## src/rtl/pe_mc_pkg.sv

```systemverilog
// Shared types and arithmetic helpers for the multi-channel streaming PE.
// The helpers work on 64-bit containers, so ACC_WIDTH must be 64 or less.
package pe_mc_pkg;

  typedef enum logic [2:0] {
    IDLE,
    ACCUM,
    DRAIN,
    PSUM,
    OUT
  } state_t;

  localparam int unsigned FN_W = 64;

  // Sign-extends the low w bits of v to the full container width.
  function automatic logic [FN_W-1:0] sign_ext(input logic [FN_W-1:0] v, input int unsigned w);
    logic [FN_W-1:0] upper;
    logic [FN_W-1:0] msb_sel;
    upper   = ~(FN_W'(0)) << w;
    msb_sel = v >> (w - 1);
    return msb_sel[0] ? (v | upper) : (v & ~upper);
  endfunction

  // Adds two sign-extended w-bit values and clamps to the signed w-bit range.
  function automatic logic [FN_W-1:0] sat_add(input logic [FN_W-1:0] a, input logic [FN_W-1:0] b,
                                              input int unsigned w);
    logic signed [FN_W:0] s;
    logic signed [FN_W:0] hi;
    logic signed [FN_W:0] lo;
    s  = $signed({a[FN_W-1], a}) + $signed({b[FN_W-1], b});
    hi = (65'sd1 <<< (w - 1)) - 65'sd1;
    lo = -(65'sd1 <<< (w - 1));
    if (s > hi) return hi[FN_W-1:0];
    if (s < lo) return lo[FN_W-1:0];
    return s[FN_W-1:0];
  endfunction

  function automatic logic [2:0] clamp_k(input logic [2:0] ks, input logic [2:0] kmax);
    if (ks == 3'd0) return 3'd1;
    if (ks > kmax) return kmax;
    return ks;
  endfunction

endpackage

```

## src/rtl/pe_mc_mult_pipe.sv

```systemverilog
// NUM_CH signed multipliers sharing one ifmap operand, followed by MULT_LAT
// register stages with a parallel valid shift register and synchronous flush.
module pe_mc_mult_pipe #(
  parameter int DATA_WIDTH = 16,
  parameter int NUM_CH     = 4,
  parameter int MULT_LAT   = 2
) (
  input  logic                           clk,
  input  logic                           rstn,
  input  logic                           flush,
  input  logic                           in_valid,
  input  logic signed [DATA_WIDTH-1:0]   ifmap_data,
  input  logic [NUM_CH*DATA_WIDTH-1:0]   fltr_data,
  output logic                           out_valid,
  output logic [NUM_CH*2*DATA_WIDTH-1:0] prod_data
);

  localparam int PW = 2 * DATA_WIDTH;

  logic [NUM_CH*PW-1:0] prod_in;
  logic [NUM_CH*PW-1:0] stage_q [MULT_LAT];
  logic [MULT_LAT-1:0]  valid_q;

  always_comb begin
    prod_in = '0;
    for (int c = 0; c < NUM_CH; c++) begin
      prod_in[c*PW +: PW] = PW'($signed(ifmap_data)) * PW'($signed(fltr_data[c*DATA_WIDTH +: DATA_WIDTH]));
    end
  end

  // Data stages run freely; only the valid bits decide what reaches the accumulator.
  always_ff @(posedge clk or negedge rstn) begin
    if (!rstn) begin
      valid_q <= '0;
      for (int i = 0; i < MULT_LAT; i++) stage_q[i] <= '0;
    end else begin
      valid_q[0] <= flush ? 1'b0 : in_valid;
      stage_q[0] <= prod_in;
      for (int i = 1; i < MULT_LAT; i++) begin
        valid_q[i] <= flush ? 1'b0 : valid_q[i-1];
        stage_q[i] <= stage_q[i-1];
      end
    end
  end

  assign out_valid = valid_q[MULT_LAT-1];
  assign prod_data = stage_q[MULT_LAT-1];

endmodule

```

## src/rtl/pe_mc_stream.sv

```systemverilog
// Multi-channel streaming convolution PE: K*K taps per window, psum add, opsum out.
// Define PE_MC_SAT_EN to saturate accumulation and psum add instead of wrapping.
module pe_mc_stream
  import pe_mc_pkg::*;
#(
  parameter int DATA_WIDTH = 16,
  parameter int ACC_WIDTH  = 40,
  parameter int NUM_CH     = 4,
  parameter int MAX_KERNEL = 5,
  parameter int MULT_LAT   = 2
) (
  input  logic                          clk,
  input  logic                          rstn,
  input  logic                          en,
  input  logic [2:0]                    kernel_size,
  input  logic                          in_valid,
  output logic                          in_ready,
  input  logic signed [DATA_WIDTH-1:0]  ifmap_data,
  input  logic [NUM_CH*DATA_WIDTH-1:0]  fltr_data,
  input  logic                          ipsum_valid,
  output logic                          ipsum_ready,
  input  logic                          ipsum_bypass,
  input  logic [NUM_CH*ACC_WIDTH-1:0]   ipsum_data,
  output logic                          out_valid,
  input  logic                          out_ready,
  output logic [NUM_CH*ACC_WIDTH-1:0]   opsum_data,
  output logic                          busy
);

  localparam int PW     = 2 * DATA_WIDTH;
  localparam int CNT_W  = $clog2(MAX_KERNEL * MAX_KERNEL + 1);
  localparam int DCNT_W = (MULT_LAT > 1) ? $clog2(MULT_LAT) : 1;

  state_t               state, state_n;
  logic [2:0]           k_q, k_new;
  logic [CNT_W-1:0]     count, kk;
  logic [DCNT_W-1:0]    drain_cnt;
  logic                 tap_fire, psum_take, out_fire;
  logic                 pipe_valid;
  logic [NUM_CH*PW-1:0] pipe_prod;

  assign k_new     = clamp_k(kernel_size, 3'(MAX_KERNEL));
  assign kk        = CNT_W'(k_q) * CNT_W'(k_q);
  assign in_ready  = en && (state == IDLE || state == ACCUM);
  assign tap_fire  = in_valid && in_ready;
  assign psum_take = en && (state == PSUM) && (ipsum_bypass || ipsum_valid);
  assign ipsum_ready = en && (state == PSUM) && !ipsum_bypass && ipsum_valid;
  assign out_valid = (state == OUT);
  assign out_fire  = out_valid && out_ready;
  assign busy      = (state != IDLE);

  always_ff @(posedge clk or negedge rstn) begin
    if (!rstn) state <= IDLE;
    else       state <= state_n;
  end

  always_comb begin
    state_n = state;
    if (!en) begin
      state_n = IDLE;
    end else begin
      case (state)
        IDLE:    if (tap_fire) state_n = (k_new == 3'd1) ? DRAIN : ACCUM;
        ACCUM:   if (tap_fire && (count + 1'b1) == kk) state_n = DRAIN;
        DRAIN:   if (drain_cnt == DCNT_W'(MULT_LAT - 1)) state_n = PSUM;
        PSUM:    if (psum_take) state_n = OUT;
        OUT:     if (out_fire) state_n = IDLE;
        default: state_n = IDLE;
      endcase
    end
  end

  // K is captured with the first tap so a kernel_size change mid-window has no effect.
  always_ff @(posedge clk or negedge rstn) begin
    if (!rstn) begin
      k_q       <= 3'd1;
      count     <= '0;
      drain_cnt <= '0;
    end else if (!en) begin
      count     <= '0;
      drain_cnt <= '0;
    end else begin
      if (tap_fire) begin
        if (state == IDLE) begin
          k_q   <= k_new;
          count <= CNT_W'(1);
        end else begin
          count <= count + 1'b1;
        end
      end
      drain_cnt <= (state == DRAIN) ? drain_cnt + 1'b1 : '0;
    end
  end

  pe_mc_mult_pipe #(
    .DATA_WIDTH (DATA_WIDTH),
    .NUM_CH     (NUM_CH),
    .MULT_LAT   (MULT_LAT)
  ) u_mult (
    .clk        (clk),
    .rstn       (rstn),
    .flush      (!en),
    .in_valid   (tap_fire),
    .ifmap_data (ifmap_data),
    .fltr_data  (fltr_data),
    .out_valid  (pipe_valid),
    .prod_data  (pipe_prod)
  );

  for (genvar c = 0; c < NUM_CH; c++) begin : g_lane
    logic signed [ACC_WIDTH-1:0] acc_q;
    logic signed [ACC_WIDTH-1:0] prod_ext;
    logic signed [ACC_WIDTH-1:0] psum_add;
    logic signed [ACC_WIDTH-1:0] step1;
    logic signed [ACC_WIDTH-1:0] step2;

    assign prod_ext = pipe_valid ? ACC_WIDTH'($signed(pipe_prod[c*PW +: PW])) : '0;
    assign psum_add = (psum_take && !ipsum_bypass) ? ipsum_data[c*ACC_WIDTH +: ACC_WIDTH] : '0;

`ifdef PE_MC_SAT_EN
    assign step1 = ACC_WIDTH'(sat_add(sign_ext(64'($unsigned(acc_q)), ACC_WIDTH),
                                      sign_ext(64'($unsigned(prod_ext)), ACC_WIDTH), ACC_WIDTH));
    assign step2 = ACC_WIDTH'(sat_add(sign_ext(64'($unsigned(step1)), ACC_WIDTH),
                                      sign_ext(64'($unsigned(psum_add)), ACC_WIDTH), ACC_WIDTH));
`else
    assign step1 = acc_q + prod_ext;
    assign step2 = step1 + psum_add;
`endif

    // Products land whenever the pipeline says so, independent of FSM state.
    always_ff @(posedge clk or negedge rstn) begin
      if (!rstn)                acc_q <= '0;
      else if (!en || out_fire) acc_q <= '0;
      else                      acc_q <= step2;
    end

    assign opsum_data[c*ACC_WIDTH +: ACC_WIDTH] = acc_q;
  end

endmodule

```

## config.mk

```make
export PLATFORM = sky130hd
export DESIGN_NAME = pe_mc_stream
export DESIGN_NICKNAME = d
export VERILOG_FILES = /design/src/rtl/pe_mc_pkg.sv /design/src/rtl/pe_mc_mult_pipe.sv /design/src/rtl/pe_mc_stream.sv
export SDC_FILE = /design/constraint.sdc
export NUM_CORES = 2
export LEC_CHECK = 0
export BUFFER_PORTS_ARGS = -buffer_cell sky130_fd_sc_hd__buf_4
export CORE_ASPECT_RATIO = 2
export CORE_MARGIN = 5
export CORE_UTILIZATION = 60
export CTS_BUF_LIST = sky130_fd_sc_hd__clkbuf_4 sky130_fd_sc_hd__clkbuf_8 sky130_fd_sc_hd__clkbuf_16
export CTS_CLUSTER_DIAMETER = 200
export CTS_CLUSTER_SIZE = 14
export DETAILED_ROUTE_END_ITERATION = 7
export GPL_ROUTABILITY_DRIVEN = 1
export GPL_TIMING_DRIVEN = 0
export PLACE_DENSITY_LB_ADDON = 0.1
export SLEW_MARGIN = 20
export SYNTH_ARGS = -nofsm -noshare
export SYNTH_HDL_FRONTEND = slang
export SYNTH_HIERARCHICAL = 1
export SYNTH_SLANG_ARGS = --single-unit
```

## constraint.sdc

```tcl
create_clock -name clk -period 5.8 [get_ports clk]
set_clock_uncertainty 0.1 [all_clocks]
set_input_delay 0.87 -clock clk [delete_from_list [all_inputs] [get_ports clk]]
set_output_delay 0.87 -clock clk [all_outputs]
set_load 0.05 [all_outputs]
```

# After elaboration in Yosys (flattened, before gate mapping)
# Index checks and enable logic that the tools add are counted.
# classes
order_cmp	1
reduce_logical	19
add_sub_neg	10
multipliers	5
n_eq_ne	12
mux	34
# ops
op	count
40-bit two-way mux	12
40-bit adder	8
16-bit by 16-bit multiplier with 32-bit output	4
3-bit two-way mux	10
5-bit two-way mux	3
3-bit one-hot mux with 5 select lines	1
1-bit logical AND	9
3-bit != test, second input constant	3
1-bit two-way mux	7
3-bit by 1-bit equality test with 1-bit output, second input constant	2
3-bit by 2-bit equality test with 1-bit output, second input constant	2
3-bit zero test	2
3-bit by 2-bit != test with 1-bit output, second input constant	2
5-bit by 1-bit adder with 5-bit output, second input constant	1
5-bit equality test	1
3-bit by 3-bit multiplier with 5-bit output	1
5-bit AND reduction	1
3-bit equality test, second input constant	1
3-bit > comparator, second input constant	1
1-bit logical OR	3
3-bit AND reduction	1
3-bit nonzero test	1
1-bit zero test	2
2-bit two-way mux	1
2 further kinds	2
# word_totals
out_inout_bits	164
reg_bits	430
wordCells	92
in_bits	250

# Depth between registers and ports, before layout
# logic_depth
depth_word	10
mapped_depth	24
ltp_nobuf	21

# By module
# The synthesis kept the hierarchy.
# by_module_without_submodules
module	cells_each	seq_area_each_um2	n_inst	area_each_um2
pe_mc_mult_pipe	4769	6456.2	1	46842.4
pe_mc_stream	1925	4305.4	1	18174.9

# Least setup slack after synthesis
# No wires, ideal clock.
# synth_path
kind	input port to flip-flop
startpoint	input ifmap_data[15]
endpoint	register u_mult/stage_q[222] (netlist name)
required_time_ns	5.620
arrival_ns	6.706
setup_ns	0.080
n_path_buf	3
cell_stages	22
slack_ns	-1.086
cell_sequence	clkbuf_1 -> buf_1 -> nand2_1 -> inv_1 -> fa_1 -> fa_1 -> inv_1 -> fa_1 -> fa_1 -> fa_1 -> fa_1 -> inv_1 -> ha_1 -> clkbuf_1 -> a21o_1 -> a21oi_1 -> nor2b_1 -> o21a_1 -> o21ai_0 -> o2111ai_1 -> o31ai_1 -> xnor2_1
# synth_between
elab_chain_len	1
# synth_rtl
element	line_no	text
start: declaration	pe_mc_stream.sv:18	input logic signed [DATA_WIDTH-1:0] ifmap_data,
16-bit by 16-bit multiplier with 32-bit output	pe_mc_mult_pipe.sv:27	prod_in[c*PW +: PW] = PW'($signed(ifmap_data)) * PW'($signed(fltr_data[c*DATA_WIDTH +: DATA_WIDTH]));
named net u_mult.prod_in[94]	pe_mc_mult_pipe.sv:20	logic [NUM_CH*PW-1:0] prod_in;
end signal: indexed assignment	pe_mc_mult_pipe.sv:41	stage_q[i] <= stage_q[i-1];
end: declaration	pe_mc_mult_pipe.sv:21	logic [NUM_CH*PW-1:0] stage_q [MULT_LAT];
# The timed path passes the listed nets, and every way through them passes these cells.
# A chain may end at the register's enable or synchronous reset.

# Worst setup path in the final report
# layout_path
startpoint	input ifmap_data[4]
endpoint	register u_mult/stage_q[158] (netlist name)
# The elaborated chain is that of the path after synthesis.

==> flow_metrics.py <==
metrics = {
    "setup_path": {
        "crit_path_start": "ifmap_data[4]",
        "worstPathMaxFanout": 8,
        "r2r_start": "state[0]",
        "regToRegSetupSlack_ns": 0.30,
        "worstPathRequired_ns": 6.10,
        "critPathKind": "input port to flop",
        "arrival_ns": 6.81,
        "cp-end-kind": "flop",
        "r2r-end": "g_lane[1].acc_q[30]",
        "start_kind": "input port",
        "reg2reg_depth": 17,
    },
    "floorplanning": {
        "io_pins": 414,
        "row_count": 170,
        "dieArea_um2": 115000,
        "core_region_area_um2": 107000,
        "dieWidth_um": 243,
        "initial_core_util_pct": 60.5,
        "die_h_um": 476,
    },
    "global_routing": {
        "grt_pass1_wl_um": 322000,
        "antenna_found_initial": 19,
        "grt_pass1_vias": 54550,
        "grt_max_degree": 107,
        "grt_usage_pct": 37.2,
        "grt_overflow": 0,
    },
    "routing": {
        "vias_per_cell": 5.77,
        "firstDrtPassIters": 6,
        "antenna_left": 0,
        "drt_wl_total_um": 215000,
        "drt_iter0_drc": 3133,
        "wl_per_cell_um": 24.9,
        "vias": 49931,
        "drcViolationCount": 0,
    },
    "place": {
        "gp_congestion": 1.04,
        "hpwlAfterDp_um": 174000,
        "port_buffers": 397,
    },
    "cts": {
        "cts_tree": "done",
        "cts_root_buf": "clkbuf_16",
        "cts_made_buffers": 36,
        "ctsHtreeMaxLevel": 2,
        "cts_hold_buffers": 0,
        "clock_latency_ns": 0.56,
        "clockBufferDepth": 3,
        "cts.sinks": 430,
        "clk_pin_slew_ns": 0.08,
    },
    "timing": {
        "hold_slack_ns": 0.135,
        "slew_violations": 0,
        "max_freq_mhz": 154,
        "setup_viol": 49,
        "worstMarginPinSlew_ns": 1.04,
        "post-route-period-util_pct": 112,
        "rsz0062_at_grt": "yes",
        "period_needed_ns": 6.51,
        "finalWorstSetupSlack_ns": -0.713,
        "finalHoldViolCount": 0,
        "maxSlewHeadroom_pct": 30.6,
    },
    "logic_synthesis": {
        "avgSynthCellArea_um2": 9.71,
        "mappedNetlistArea_um2": 65000,
        "synth-seq-area-share_pct": 16.6,
        "ys_warn_count": 6,
        "yosysUniqueCellTypes": 102,
        "synth-seq-cells": 430,
        "synth_edf_count": 0,
        "synth_cells": 6694,
        "synthesis.nets": 8634,
        "synthFlopType": "dfrtp_1",
        "async_flop_share_pct": 100,
    },
    "status": {
        "violations": "setup timing",
        "outcome": "finished with violations",
    },
    "layout": {
        "final_cell_mix": "1159 x fa_1, 1126 x inv_1, 772 x and2_1",
        "utilization_pct": 70.7,
        "synthToLayoutAreaGrowth_pct": 16.8,
        "layout-drive-gt1-share_pct": 18.0,
        "layout_commonest_cell": "fa_1",
        "nets": 9197,
        "num-fill-cells": 8374,
    },
    "min_path": {
        "hp-class": "input port to asynchronous set/reset pin",
    },
    "run": {
        "max_cap_viol_count": 0,
    },
}
## routing by layer
| metal | GRT usage (%) | vias up | wire length, um |
|---|---|---|---|
| met5 | 0 | - | 77 |
| met4 | 26.5 | 12 | 20900 |
| met3 | 6.27 | 850 | 15300 |
| met2 | 64.0 | 2266 | 106000 |
| met1 | 42.0 | 25270 | 73100 |
| li1 | - | 21533 | - |
## cell families after synthesis
family,count (synthesis),share of synthesized area [%]
muxes,16,0.252
and+or+nand+nor,2008,15.7
buffers and inverters,1546,9.69
AOI/OAI and AO/OA,735,7.68
xor gates and xnor gates,269,3.62
DFF,430,16.6
adders and majority gates,1690,46.5
## how the worst max path moves through the flow
stage / end / slack [ns] / cells after the start
6_report: u_mult/stage_q[158] / -0.71 / 23
5_1_grt: u_mult/stage_q[158] / -0.79 / 23
4_1_cts: u_mult/stage_q[191] / -0.61 / 22
3_5_place_dp: u_mult/stage_q[191] / -2.30 / 22
3_3_place_gp: u_mult/stage_q[191] / -2.23 / 22
2_1_floorplan: u_mult/stage_q[158] / -0.62 / 23
## sequential cells by signal (all words and copies together) (netlist names)
name / cells
g_lane.acc_q: 160
drain_cnt: 1
count: 5
k_q: 3
u_mult/prod_data: 128
u_mult/stage_q: 128
u_mult/valid_q: 2
state: 3
## metrics by stage
step                setup TNS [ns]  worst slack (ns)  instance area [um2]  instances
floorplan                   -11.00            -0.620                66400       6694
global placement           -473.52             -2.23                71100       8467
detailed placement         -226.28             -2.30                71300       8472
CTS                         -10.25            -0.607                74600       8582
global route                -21.80            -0.790                75900       8642
finish                      -15.71            -0.713                75900       8647
## critical path, cell delays in order
cell,delay (ns)
clkbuf_16,0.16
clkbuf_16,0.16
buf_12,0.15
and2_4,0.14
fa_1,0.52
inv_2,0.05
fa_2,0.56
inv_2,0.05
fa_2,0.54
fa_2,0.44
fa_1,0.48
inv_1,0.05
fa_1,0.49
inv_2,0.05
ha_4,0.25
a21o_1,0.19
a221o_1,0.37
a22oi_2,0.21
o311ai_4,0.19
a2111oi_4,0.39
o21ai_2,0.11
a21oi_2,0.17
xnor2_2,0.20
## what timing repair did
item	4_1_cts	5_1_grt
gates resized for setup	397	263
cloned	0	2
endpoints found under the setup margin	167	81
buffers inserted	68	66
pin swaps	91	140
## Yosys cell counts (all sizes together), types with 64 or more instances
cell type	instances	area share (%)
fa	1208	37
inv	1171	6.8
and2	804	7.7
nand2	616	3.6
ha	482	9.3
dfrtp	429	17
nor2	304	1.8
clkbuf	234	1.4
a21oi	216	1.7
xnor2	183	2.5
buf	141	1.6
a21o	129	1.5
o21ai	129	1.0
xor2	86	1.2
nor3	64	0.49
## layout make-up
type                    instances  area [um2]  area share [%]
flip-flops and latches        430       10800            14.2
well taps                    1376        1720            2.27
multi-input cells            4718       50100            65.9
inverters                    1171        4400            5.79
clock inverters                 3        55.1          0.0725
plain buffers                 372        3740            4.93
clock buffers                  41         938            1.24
diodes                          8        20.0          0.0264
repair buffers                528        4230            5.57
Power is left out: the tool's default activity adds up to more than one toggle a clock period on the data nets, which glitch-free logic cannot reach.
